File: src/rtl/hdb3_pkg.sv
// Shared HDB3 symbol definitions used by the V/B insertion stage and the
// downstream polarity stage.
package hdb3_pkg;

  // Plugged symbol carried between the insertion and polarity stages.
  typedef logic [1:0] code_t;

  localparam code_t CODE_ZERO = 2'b00;
  localparam code_t CODE_MARK = 2'b01;
  localparam code_t CODE_B    = 2'b10;
  localparam code_t CODE_V    = 2'b11;

  // HDB3 substitutes runs of four zeros; the delay line must hold a full run
  // so the first zero can still be rewritten to B when the fourth arrives.
  localparam int RUN_LEN = 4;
  localparam int DEPTH   = RUN_LEN;

  // Plain (unsubstituted) symbol for a binary input bit.
  function automatic code_t code_of_bit(input logic b);
    return b ? CODE_MARK : CODE_ZERO;
  endfunction

endpackage

File: src/rtl/hdb3_delay_line.sv
// Four-entry symbol delay line. Entry 0 is newest, entry DEPTH-1 oldest.
// On shift, entry 0 takes d0_i and the entry moving into the oldest slot may
// be overridden (used to retro-fit the B pulse of a B00V substitution).
module hdb3_delay_line
  import hdb3_pkg::*;
(
  input  logic  clk,
  input  logic  rst,
  input  logic  shift_en_i,
  input  code_t d0_i,
  input  logic  d3_ovr_i,
  input  code_t d3_code_i,
  output code_t d3_o
);

  code_t [DEPTH-1:0] d_q;

  // Newest entry loads the incoming (possibly V-substituted) symbol.
  always_ff @(posedge clk) begin
    if (rst)             d_q[0] <= CODE_ZERO;
    else if (shift_en_i) d_q[0] <= d0_i;
  end

  genvar k;
  generate
    for (k = 1; k < DEPTH; k++) begin : g_ent
      if (k == DEPTH-1) begin : g_last
        // Oldest entry: shifted value unless a B pulse is being planted.
        always_ff @(posedge clk) begin
          if (rst)             d_q[k] <= CODE_ZERO;
          else if (shift_en_i) d_q[k] <= d3_ovr_i ? d3_code_i : d_q[k-1];
        end
      end else begin : g_mid
        // Middle entries simply shift toward the oldest slot.
        always_ff @(posedge clk) begin
          if (rst)             d_q[k] <= CODE_ZERO;
          else if (shift_en_i) d_q[k] <= d_q[k-1];
        end
      end
    end
  endgenerate

  assign d3_o = d_q[DEPTH-1];

endmodule

File: src/rtl/hdb3_vb_insert.sv
// HDB3 V/B insertion stage. Converts an NRZ bit stream into plugged symbols
// (zero / mark / B / V) with a fixed four-accept latency. Every run of four
// zeros becomes 000V when an odd number of pulses has been sent since the
// last V, otherwise B00V, so that consecutive V pulses alternate polarity
// once the polarity stage applies AMI rules.
module hdb3_vb_insert
  import hdb3_pkg::*;
(
  input  logic       clk,
  input  logic       rst,
  input  logic       in_valid,
  input  logic       in_bit,
  output logic       out_valid,
  output logic [1:0] out_code,
  output logic       sub_pulse
);

  localparam logic [1:0] ZC_LAST = 2'(RUN_LEN - 1);
  localparam logic [2:0] F_FULL  = 3'(DEPTH);

  // Zero-run counter, pulse parity since last V, and fill level.
  logic [1:0] zc_q, zc_d;
  logic       p_q,  p_d;
  logic [2:0] f_q,  f_d;

  logic       sub;
  code_t      d0_code;
  logic       d3_ovr;
  code_t      d3;

  code_t      out_code_q;
  logic       out_valid_q;
  logic       sub_pulse_q;

  // Substitution fires on the fourth consecutive accepted zero.
  assign sub     = in_valid & ~in_bit & (zc_q == ZC_LAST);
  assign d0_code = sub ? CODE_V : code_of_bit(in_bit);
  // Even parity needs a B in place of the run's first zero to keep V
  // polarity alternating.
  assign d3_ovr  = sub & ~p_q;

  hdb3_delay_line u_dl (
    .clk        (clk),
    .rst        (rst),
    .shift_en_i (in_valid),
    .d0_i       (d0_code),
    .d3_ovr_i   (d3_ovr),
    .d3_code_i  (CODE_B),
    .d3_o       (d3)
  );

  // Next-state for run counter, parity and fill level on an accept.
  always_comb begin
    zc_d = zc_q;
    p_d  = p_q;
    f_d  = f_q;
    if (in_valid) begin
      if (in_bit) begin
        zc_d = '0;
        p_d  = ~p_q;
      end else if (sub) begin
        // V clears parity; a planted B is absorbed by the same clear.
        zc_d = '0;
        p_d  = 1'b0;
      end else begin
        zc_d = zc_q + 2'd1;
      end
      if (f_q != F_FULL) f_d = f_q + 3'd1;
    end
  end

  // Control state registers.
  always_ff @(posedge clk) begin
    if (rst) begin
      zc_q <= '0;
      p_q  <= 1'b0;
      f_q  <= '0;
    end else begin
      zc_q <= zc_d;
      p_q  <= p_d;
      f_q  <= f_d;
    end
  end

  // Registered outputs: oldest symbol leaves on each accept, valid only
  // once the line has been filled.
  always_ff @(posedge clk) begin
    if (rst) begin
      out_code_q  <= CODE_ZERO;
      out_valid_q <= 1'b0;
      sub_pulse_q <= 1'b0;
    end else begin
      if (in_valid) out_code_q <= d3;
      out_valid_q <= in_valid & (f_q == F_FULL);
      sub_pulse_q <= sub;
    end
  end

  assign out_code  = out_code_q;
  assign out_valid = out_valid_q;
  assign sub_pulse = sub_pulse_q;

endmodule

File: config.mk
export PLATFORM = sky130hd
export DESIGN_NAME = hdb3_vb_insert
export DESIGN_NICKNAME = d
export VERILOG_FILES = /design/src/rtl/hdb3_pkg.sv /design/src/rtl/hdb3_delay_line.sv /design/src/rtl/hdb3_vb_insert.sv
export SDC_FILE = /design/constraint.sdc
export NUM_CORES = 1
export LEC_CHECK = 0
export BUFFER_PORTS_ARGS = -buffer_cell sky130_fd_sc_hd__buf_2
export CORE_MARGIN = 2
export CORE_UTILIZATION = 45
export CTS_BUF_LIST = sky130_fd_sc_hd__clkbuf_16
export DETAILED_ROUTE_END_ITERATION = 7
export PLACE_DENSITY = 0.72
export SLEW_MARGIN = 20
export SYNTH_ARGS = -nofsm -noshare
export SYNTH_HDL_FRONTEND = slang
export SYNTH_SLANG_ARGS = --single-unit
File: constraint.sdc
create_clock -name clk -period 1.27 [get_ports clk]
set_input_delay 0.127 -clock clk [delete_from_list [all_inputs] [get_ports clk]]
set_output_delay 0.127 -clock clk [all_outputs]
set_load 0.005 [all_outputs]
==> results of run 1 <==
-- cells by family (layout without fill, tap and decap cells) --
group / after synthesis / after routing / synth area share (%)
muxes: 9 / 9 / 12.29
DFF: 18 / 18 / 48.49
and+or+nand+nor: 25 / 25 / 20.88
buffers and inverters: 8 / 19 / 5.217
AOI/OAI and AO/OA: 9 / 9 / 8.081
adders and majority gates: 3 / 3 / 5.051
-- state kept, by name, indices dropped and copies added (netlist names) --
register,count
u_dl.d3_o,2
zc_q,2
f_q,3
sub_pulse,1
out_code,2
out_valid,1
u_dl.d_q,6
p_q,1
-- stage by stage --
stage / util (%) / cells / hold WS (ns)
after global placement: 52.79 / 95 / 0.4603
after detailed placement: 52.79 / 95 / 0.4621
after global routing: 58.29 / 99 / 0.2644
after floorplan: - / 72 / 0.3042
after CTS: 58.21 / 99 / 0.2221
final: 58.29 / 99 / 0.2216
-- placed cells by master, fill, tap and decap left out, types with 2 or more instances in the layout --
cell,count
a21oi_1,4
buf_2,7
dfxtp_1,17
nor3_1,3
clkbuf_16,3
buf_4,4
nor4bb_1,2
nor2_1,7
ha_1,3
inv_1,4
mux2i_1,8
nand2b_1,5
a31o_2,2
-- path summary, 6_finish.rpt --
| path | to | slack, ns | depth (start not counted) |
|---|---|---|---|
| setup / recovery | f_q[0] | 0.07 | 4 |
| hold / removal | zc_q[0] | 0.22 | 3 |
| setup reg to reg | f_q[0] | 0.07 | 4 |
| hold reg to reg | zc_q[1] | 0.47 | 2 |
-- area by class of cell --
type	count	area [sq um]	share of cell area [%]
multi-input combinational	46	347.8	39.15
clock inverter	1	3.754	0.4225
timing repair buffer	11	65.06	7.324
sequential	18	361.6	40.70
tap	16	20.02	2.254
clock buffer	3	75.07	8.451
inverter	4	15.01	1.690
-- power breakdown --
| part | internal [mW] | switching (mW) |
|---|---|---|
| Clock | 0.418 | 0.202 |
| Sequential | 0.584 | 0.0107 |
| Combinational | 0.0501 | 0.0476 |
-- worst max-delay path, cell delays in order, from the launching register on --
cell and delay (ns):
dfxtp_1 0.32, inv_1 0.05, ha_1 0.22, a21boi_2 0.16, mux2_2 0.34
-- layer usage --
metal  share of wire [%]  up-vias  global-route usage, %
met4                 2.9        0                  12.73
met1                  50      236                  17.34
met3                 3.2        4                  3.673
met2                  44        7                  23.48
met5                   0        -                      0
li1                    -      272                      -
-- what timing repair did --
| item | in CTS | in global routing |
|---|---|---|
| gates resized for setup | 1 | 1 |
| endpoints found under the setup margin | 1 | 1 |
| hold buffers | 0 | 0 |
| pin swaps | 0 | 1 |
| setup buffers | 0 | 0 |
==> metrics.csv, run 1 <==
stage,metric,value,unit
run_status,status,"complete, no violations",
floorplan,rows,14,
setup_path,arrival,1.34,ns
pwr,vdd_ir_drop_max,0.0007857,V
cells_and_area,final_area,888.4,sq um
logic_synthesis,avgSynthCellArea,10.32,sq um
global_route,gr-total-overflow,0,
drt,firstDrtPassIters,4,
clocking,clk_latency,0.25,ns
place,port_buffers,7,
logic_synthesis,ys_ff_latch,18,
sta,relSlewSlack,78.94,%
global_route,grt_pass1_wl,2.097,mm
logic_synthesis,synth-async-reset-ratio,0,%
drt,wl_per_cell,11.69,microns
drt,drc,0,
worst_hold_path,min-delay-start,in_bit,
setup_path,required,1.40,ns
sta,setup_ws,0.06852,ns
setup_path,end_kind,register,
place,place_hpwl,796.9,microns
global_route,grt_pass1_vias,506,
sta,layout_min_cycle_time,1.201,ns
cells_and_area,fillers,134,
pwr,p_leak,0.4060,nW
floorplan,die_h,44.64,microns
sta,skew,0.002065,ns
logic_synthesis,synth_area_leaders,"dfxtp_1, mux2i_1, ha_1",
drt,routed_wl,1.157,mm
clocking,clock-sinks,18,
worst_hold_path,hold_class,input port to register,
logic_synthesis,synth.most_common_cell,dfxtp_1,
setup_path,path_max_fanout,3,
clocking,cts_buffers,3,
setup_path,crit_start,f_q[0],
cells_and_area,num_antenna_cells,0,
floorplan,core_area,1524,sq um
logic_synthesis,synthTopCellsByCount,"dfxtp_1, mux2i_1, nor2_1",
logic_synthesis,yosysWarnings,0,
logic_synthesis,synth_edf_count,0,
logic_synthesis,synth_top_area_cell,dfxtp_1,
pwr,p_per_area,1477,nW/um^2
cells_and_area,drive_gt1_share,24.10,%
setup_path,timing.rr.start,f_q[0],
pwr,total_power,1.313,mW
sta,setup_viol_count_final,0,
sta,fin_crit_sh,94.60,%
place,place_congestion,0.6803,
clocking,h-tree-depth,1,
cells_and_area,finalNetCount,91,
sta,report.final.slew_viol_count,0,
logic_synthesis,yosysSeqAreaShare,48.48,%
clocking,clk_pin_slew,0.05,ns
logic_synthesis,syn_area,743.2,sq um
floorplan,die_w,44.64,microns
global_route,antenna_found_initial,0,
sta,timing.fmax,832.3,MHz
sta,setup-tns-final,0,ns
clocking,ctsLongestPathBuffers,2,
floorplan,initial_core_util,48.77,%
drt,drt_iter0_markers,6,
floorplan,die-area,1993,sq um
sta,rsz0062_at_grt,no,
sta,hold_viol_final,0,
logic_synthesis,synth_nets,79,
floorplan,io_pins,8,
clocking,cts-root-buf,clkbuf_16,
global_route,grt_util_all_layers,15.15,%
drt,routed-via-count,519,
sta,worstMarginPinSlew,0.3159,ns
cells_and_area,syn_to_final_growth,19.53,%
setup_path,worstSetupPathType,register to register,
global_route,grt_max_degree,20,
drt,viasPerCell,5.242,
clocking,cts_tree,built,
place,place_area,804.5,sq um
logic_synthesis,netlist.area_leader.share,48.48,%
logic_synthesis,ys_types,25,
place,post-place-ws,0.001189,ns
setup_path,start_kind,register,
drt,ant_nets,0,
logic_synthesis,ys.flop_type,dfxtp_1,
logic_synthesis,synthCells,72,
run,maxCapViolations,0,
Power figures use the tool's default switching activity.
==> inputs of run 2 (changes only) <==
- clock period: 1.27 -> 1.1 ns (I/O delays scaled with it)
==> metrics.csv, run 2 (synthesis results as in run 1) <==
stage,metric,value,unit
run_status,status,finished with violations,
run_status,violations,setup timing,
pwr,p_int,1.242,mW
pwr,p_per_area,1657,nW/um^2
global_route,grt_util_all_layers,16.10,%
cells_and_area,finalNetCount,94,
cells_and_area,regMostFlops,u_dl.d_q,
pwr,p_leak,0.4303,nW
cells_and_area,syn_to_final_growth,27.78,%
sta,fin_crit_sh,100.8,%
sta,worstMarginPinSlew,0.3204,ns
sta,skew,0.0009319,ns
global_route,grtUsageMet3,3.673,%
cells_and_area,mostFrequentLayoutCell,dfxtp_1,
drt,routed-via-count,575,
setup_path,worstSetupPathType,register to register,
worst_hold_path,hold_class,input port to register,
pwr,vdd_ir_drop_max,0.001100,V
pwr,sw_frac_of_total,21.06,%
floorplan,io_pins,8,
floorplan,die_h,44.64,microns
drt,ant_nets,0,
sta,timing.fmax,901.9,MHz
setup_path,start_kind,register,
global_route,grt_pass1_vias,508,
setup_path,crit_start,f_q[1],
place,post-place-ws,-0.03370,ns
sta,hold_viol_final,0,
setup_path,required,1.24,ns
drt,routed_wl,1.400,mm
global_route,gr-total-overflow,0,
pwr,combPwrFrac,9.7,%
clocking,clock-sinks,18,
clocking,h-tree-depth,1,
sta,setup-tns-final,-0.008722,ns
place,place_congestion,0.7639,
setup_path,timing.rr.start,f_q[1],
cells_and_area,largest_registers,"u_dl.d_q (6), f_q (3)",
clocking,cts_buffers,3,
pwr,clkPwrFrac,46.5,%
global_route,gr-usage-met2,23.77,%
cells_and_area,fillers,123,
worst_hold_path,min-delay-start,rst,
place,port_buffers,7,
sta,report.final.slew_viol_count,0,
run,maxCapViolations,0,
place,place_hpwl,975.7,microns
global_route,grt_pass1_wl,2.221,mm
pwr,p_switching,0.3314,mW
drt,drt_iter0_markers,8,
clocking,cts-root-buf,clkbuf_16,
place,place_area,842.1,sq um
sta,rsz0062_at_grt,yes,
floorplan,rows,14,
global_route,busiest_layer,met2,
cells_and_area,largest_reg_flops,6,
sta,layout_min_cycle_time,1.109,ns
drt,firstDrtPassIters,4,
sta,relSlewSlack,78.35,%
cells_and_area,final_area,949.7,sq um
clocking,cts_tree,built,
drt,drc,0,
clocking,clk_latency,0.25,ns
drt,viasPerCell,5.637,
floorplan,die_w,44.64,microns
setup_path,end_kind,register,
clocking,ctsLongestPathBuffers,2,
sta,setup_ws,-0.008722,ns
cells_and_area,final_util,62.32,%
global_route,grt_max_degree,16,
floorplan,initial_core_util,48.77,%
cells_and_area,final_cell_mix,"dfxtp_1, mux2i_1, nor2_1, buf_2, buf_4",
setup_path,path_max_fanout,3,
global_route,use_met1,19.19,%
drt,wl_per_cell,13.73,microns
sta,setup_viol_count_final,1,
pwr,seqPwrFrac,43.9,%
pwr,total_power,1.573,mW
setup_path,arrival,1.24,ns
cells_and_area,drive_gt1_share,34.88,%
clocking,clk_pin_slew,0.05,ns
global_route,antenna_found_initial,0,
clocking,holdBufCountCts,0,
cells_and_area,num_antenna_cells,0,
floorplan,core_area,1524,sq um
floorplan,die-area,1993,sq um
## run 2: per-layer routing
metal / wire (microns) / part of all wire (%)
met5: 0 / 0
met4: 46 / 3.3
met3: 43 / 3.1
met2: 641 / 46
met1: 667 / 48
## run 2: worst max-delay path: stages, from the launching register on
cell	delay, ns
dfxtp_2	0.33
inv_2	0.04
ha_4	0.16
a21boi_4	0.15
mux2_4	0.31
## run 2: per-stage QoR
stage                     hold slack, ns  std cells
after floorplan                   0.2872         72
after CTS                         0.1496        101
after detailed placement          0.4066         97
after global placement            0.4103         97
final                             0.1695        102
after global routing              0.1724        102
## run 2: path summary, 6_finish.rpt
check / cells after the start / end / slack [ns]
worst max register to register: 4 / f_q[0] / -0.009
worst min register to register: 2 / zc_q[1] / 0.49
worst max-delay path: 4 / f_q[0] / -0.009
worst min-delay path: 2 / zc_q[1] / 0.17
## run 2: repair_timing
| item | 4_1_cts | 5_1_grt |
|---|---|---|
| resized for setup | 2 | 2 |
| setup buffers | 0 | 1 |
| endpoints found under the setup margin | 3 | 4 |
## run 2: power groups by stage
stage | Sequential [mW] | Combinational (mW) | Clock [mW]
floorplan | 0.701 | 0.0936 | 0
global placement | 0.701 | 0.132 | 0
detailed placement | 0.702 | 0.136 | 0
CTS | 0.689 | 0.143 | 0.736
global route | 0.693 | 0.166 | 0.763
finish | 0.690 | 0.152 | 0.731
## run 2: layout make-up
class                   count  area [sq um]  share of cell area, %
clock buffers               3         75.07                  7.905
clock inverters             1         3.754                 0.3953
flip-flops and latches     18         362.8                  38.21
multi-input cells          46         385.4                  40.58
inverters                   4         15.01                  1.581
repair buffers             14         87.58                  9.223
well taps                  16         20.02                  2.108
==> inputs of run 3 (changes only) <==
- CELL_PAD_IN_SITES_DETAIL_PLACEMENT: not set -> 1
- CELL_PAD_IN_SITES_GLOBAL_PLACEMENT: not set -> 2
- CORE_ASPECT_RATIO: not set -> 0.6
- CORE_UTILIZATION: 45 -> 31
- PLACE_DENSITY: 0.72 -> 0.76
==> metrics.csv, run 3 (synthesis results as in run 1) <==
stage,metric,value,unit
run_status,status,finished with violations,
run_status,violations,setup timing,
clocking,clk_pin_slew,0.05,ns
global_route,grt_max_degree,14,
global_route,grtUsageMet3,5.962,%
sta,hold_viol_final,0,
clocking,h-tree-depth,1,
place,place_hpwl,1.145,mm
drt,wl_per_cell,13.83,microns
place,post-place-cells,113,
cells_and_area,fin_cells,118,
floorplan,die_w,67.21,microns
setup_path,end_kind,register,
sta,setup_ws,-0.01372,ns
clocking,clock-sinks,18,
setup_path,r2r_slack,-0.01,ns
place,place_congestion,0.6831,
sta,relSlewSlack,84.11,%
run,maxCapViolations,0,
global_route,grt_pass1_wl,2.760,mm
place,post-place-ws,-0.03655,ns
cells_and_area,largest_registers,"u_dl.d_q (6), f_q (3)",
global_route,grt_util_all_layers,13.56,%
setup_path,required,1.23,ns
drt,drt_iter0_markers,26,
sta,report.final.slew_viol_count,0,
sta,layout_min_cycle_time,1.114,ns
clocking,cts-root-buf,clkbuf_16,
sta,setup_viol_count_final,1,
drt,viasPerCell,4.746,
cells_and_area,syn_to_final_growth,33.67,%
drt,drc,0,
clocking,ctsLongestPathBuffers,2,
global_route,gr-usage-met2,20.79,%
cells_and_area,finalNetCount,96,
cells_and_area,final_cell_mix,"dfxtp_1, buf_4, mux2i_1",
clocking,clk_latency,0.25,ns
setup_path,path_max_fanout,2,
cells_and_area,largest_reg_flops,6,
clocking,cts_tree,built,
setup_path,worstSetupPathType,register to register,
pwr,p_leak,0.4367,nW
sta,setup-tns-final,-0.01372,ns
cells_and_area,final_area,993.5,sq um
floorplan,core_area,2212,sq um
floorplan,initial_core_util,33.60,%
cells_and_area,final_util,44.91,%
sta,skew,0.006738,ns
global_route,antenna_found_initial,0,
pwr,p_per_area,1592,nW/um^2
sta,fin_crit_sh,101.2,%
floorplan,die-area,2818,sq um
cells_and_area,mostFrequentLayoutCell,dfxtp_1,
sta,rsz0062_at_grt,yes,
global_route,grt_pass1_vias,565,
setup_path,arrival,1.24,ns
floorplan,die_h,41.93,microns
cells_and_area,drive_gt1_share,37.50,%
setup_path,start_kind,register,
global_route,gr-total-overflow,0,
global_route,busiest_layer,met2,
floorplan,rows,13,
drt,routed_wl,1.632,mm
drt,routed-via-count,560,
floorplan,io_pins,8,
cells_and_area,regMostFlops,u_dl.d_q,
clocking,cts_buffers,3,
place,port_buffers,7,
cells_and_area,num_antenna_cells,0,
pwr,vdd_ir_drop_max,0.0009937,V
worst_hold_path,hold_class,input port to register,
place,place_area,874.6,sq um
global_route,use_met1,17.74,%
sta,worstMarginPinSlew,0.2352,ns
sta,timing.fmax,897.9,MHz
drt,ant_nets,0,
drt,firstDrtPassIters,4,
run 3: through the flow:
step | power [mW] | hold slack (ns)
after floorplan | 0.7946 | 0.2872
after global placement | 0.8422 | 0.4243
after detailed placement | 0.8480 | 0.4409
after CTS | 1.602 | 0.1767
after global routing | 1.653 | 0.2001
final | 1.582 | 0.1796
run 3: worst paths after layout:
check                                 start          end  cells after the start
worst min register to register  u_dl.d_q[0]  u_dl.d_q[0]                      2
worst max-delay path                 f_q[1]       f_q[0]                      4
worst min-delay path                    rst       f_q[2]                      2
worst max register to register       f_q[1]       f_q[0]                      4
run 3: what timing repair did:
item / CTS / global route
setup buffers: 1 / 0
gates resized for setup: 3 / 3
endpoints found under the setup margin: 2 / 7
gates cloned: 0 / 0
pin swaps: 0 / 1
hold buffers: 0 / 0
run 3: worst max-delay path, cell delays in order (launching register included):
cell      delay, ns
dfxtp_2        0.33
inv_2          0.04
ha_4           0.16
a21boi_4       0.15
mux2_4         0.31
run 3: final cells by class:
cell class	instances	area (sq um)
multi-input cells	46	396.6
repair buffers	16	102.6
clock inverters	1	3.754
clock buffers	3	75.07
well taps	30	37.54
fillers	260	1219
inverters	4	15.01
flip-flops and latches	18	362.8
run 3: metal layers:
| metal | wire, microns | vias to the layer above |
|---|---|---|
| met5 | 0 | - |
| met3 | 80 | 0 |
| met1 | 796 | 270 |
| met4 | 0 | 0 |
| li1 | - | 282 |
| met2 | 754 | 8 |
run 3: power by group:
part / leakage, nW / switching (mW) / internal [mW] / total (mW)
combinational: 0.251 / 0.0733 / 0.0887 / 0.162
sequential: 0.147 / 0.0156 / 0.675 / 0.691
clock: 0.0385 / 0.246 / 0.483 / 0.729
total: 0.437 / 0.335 / 1.25 / 1.58
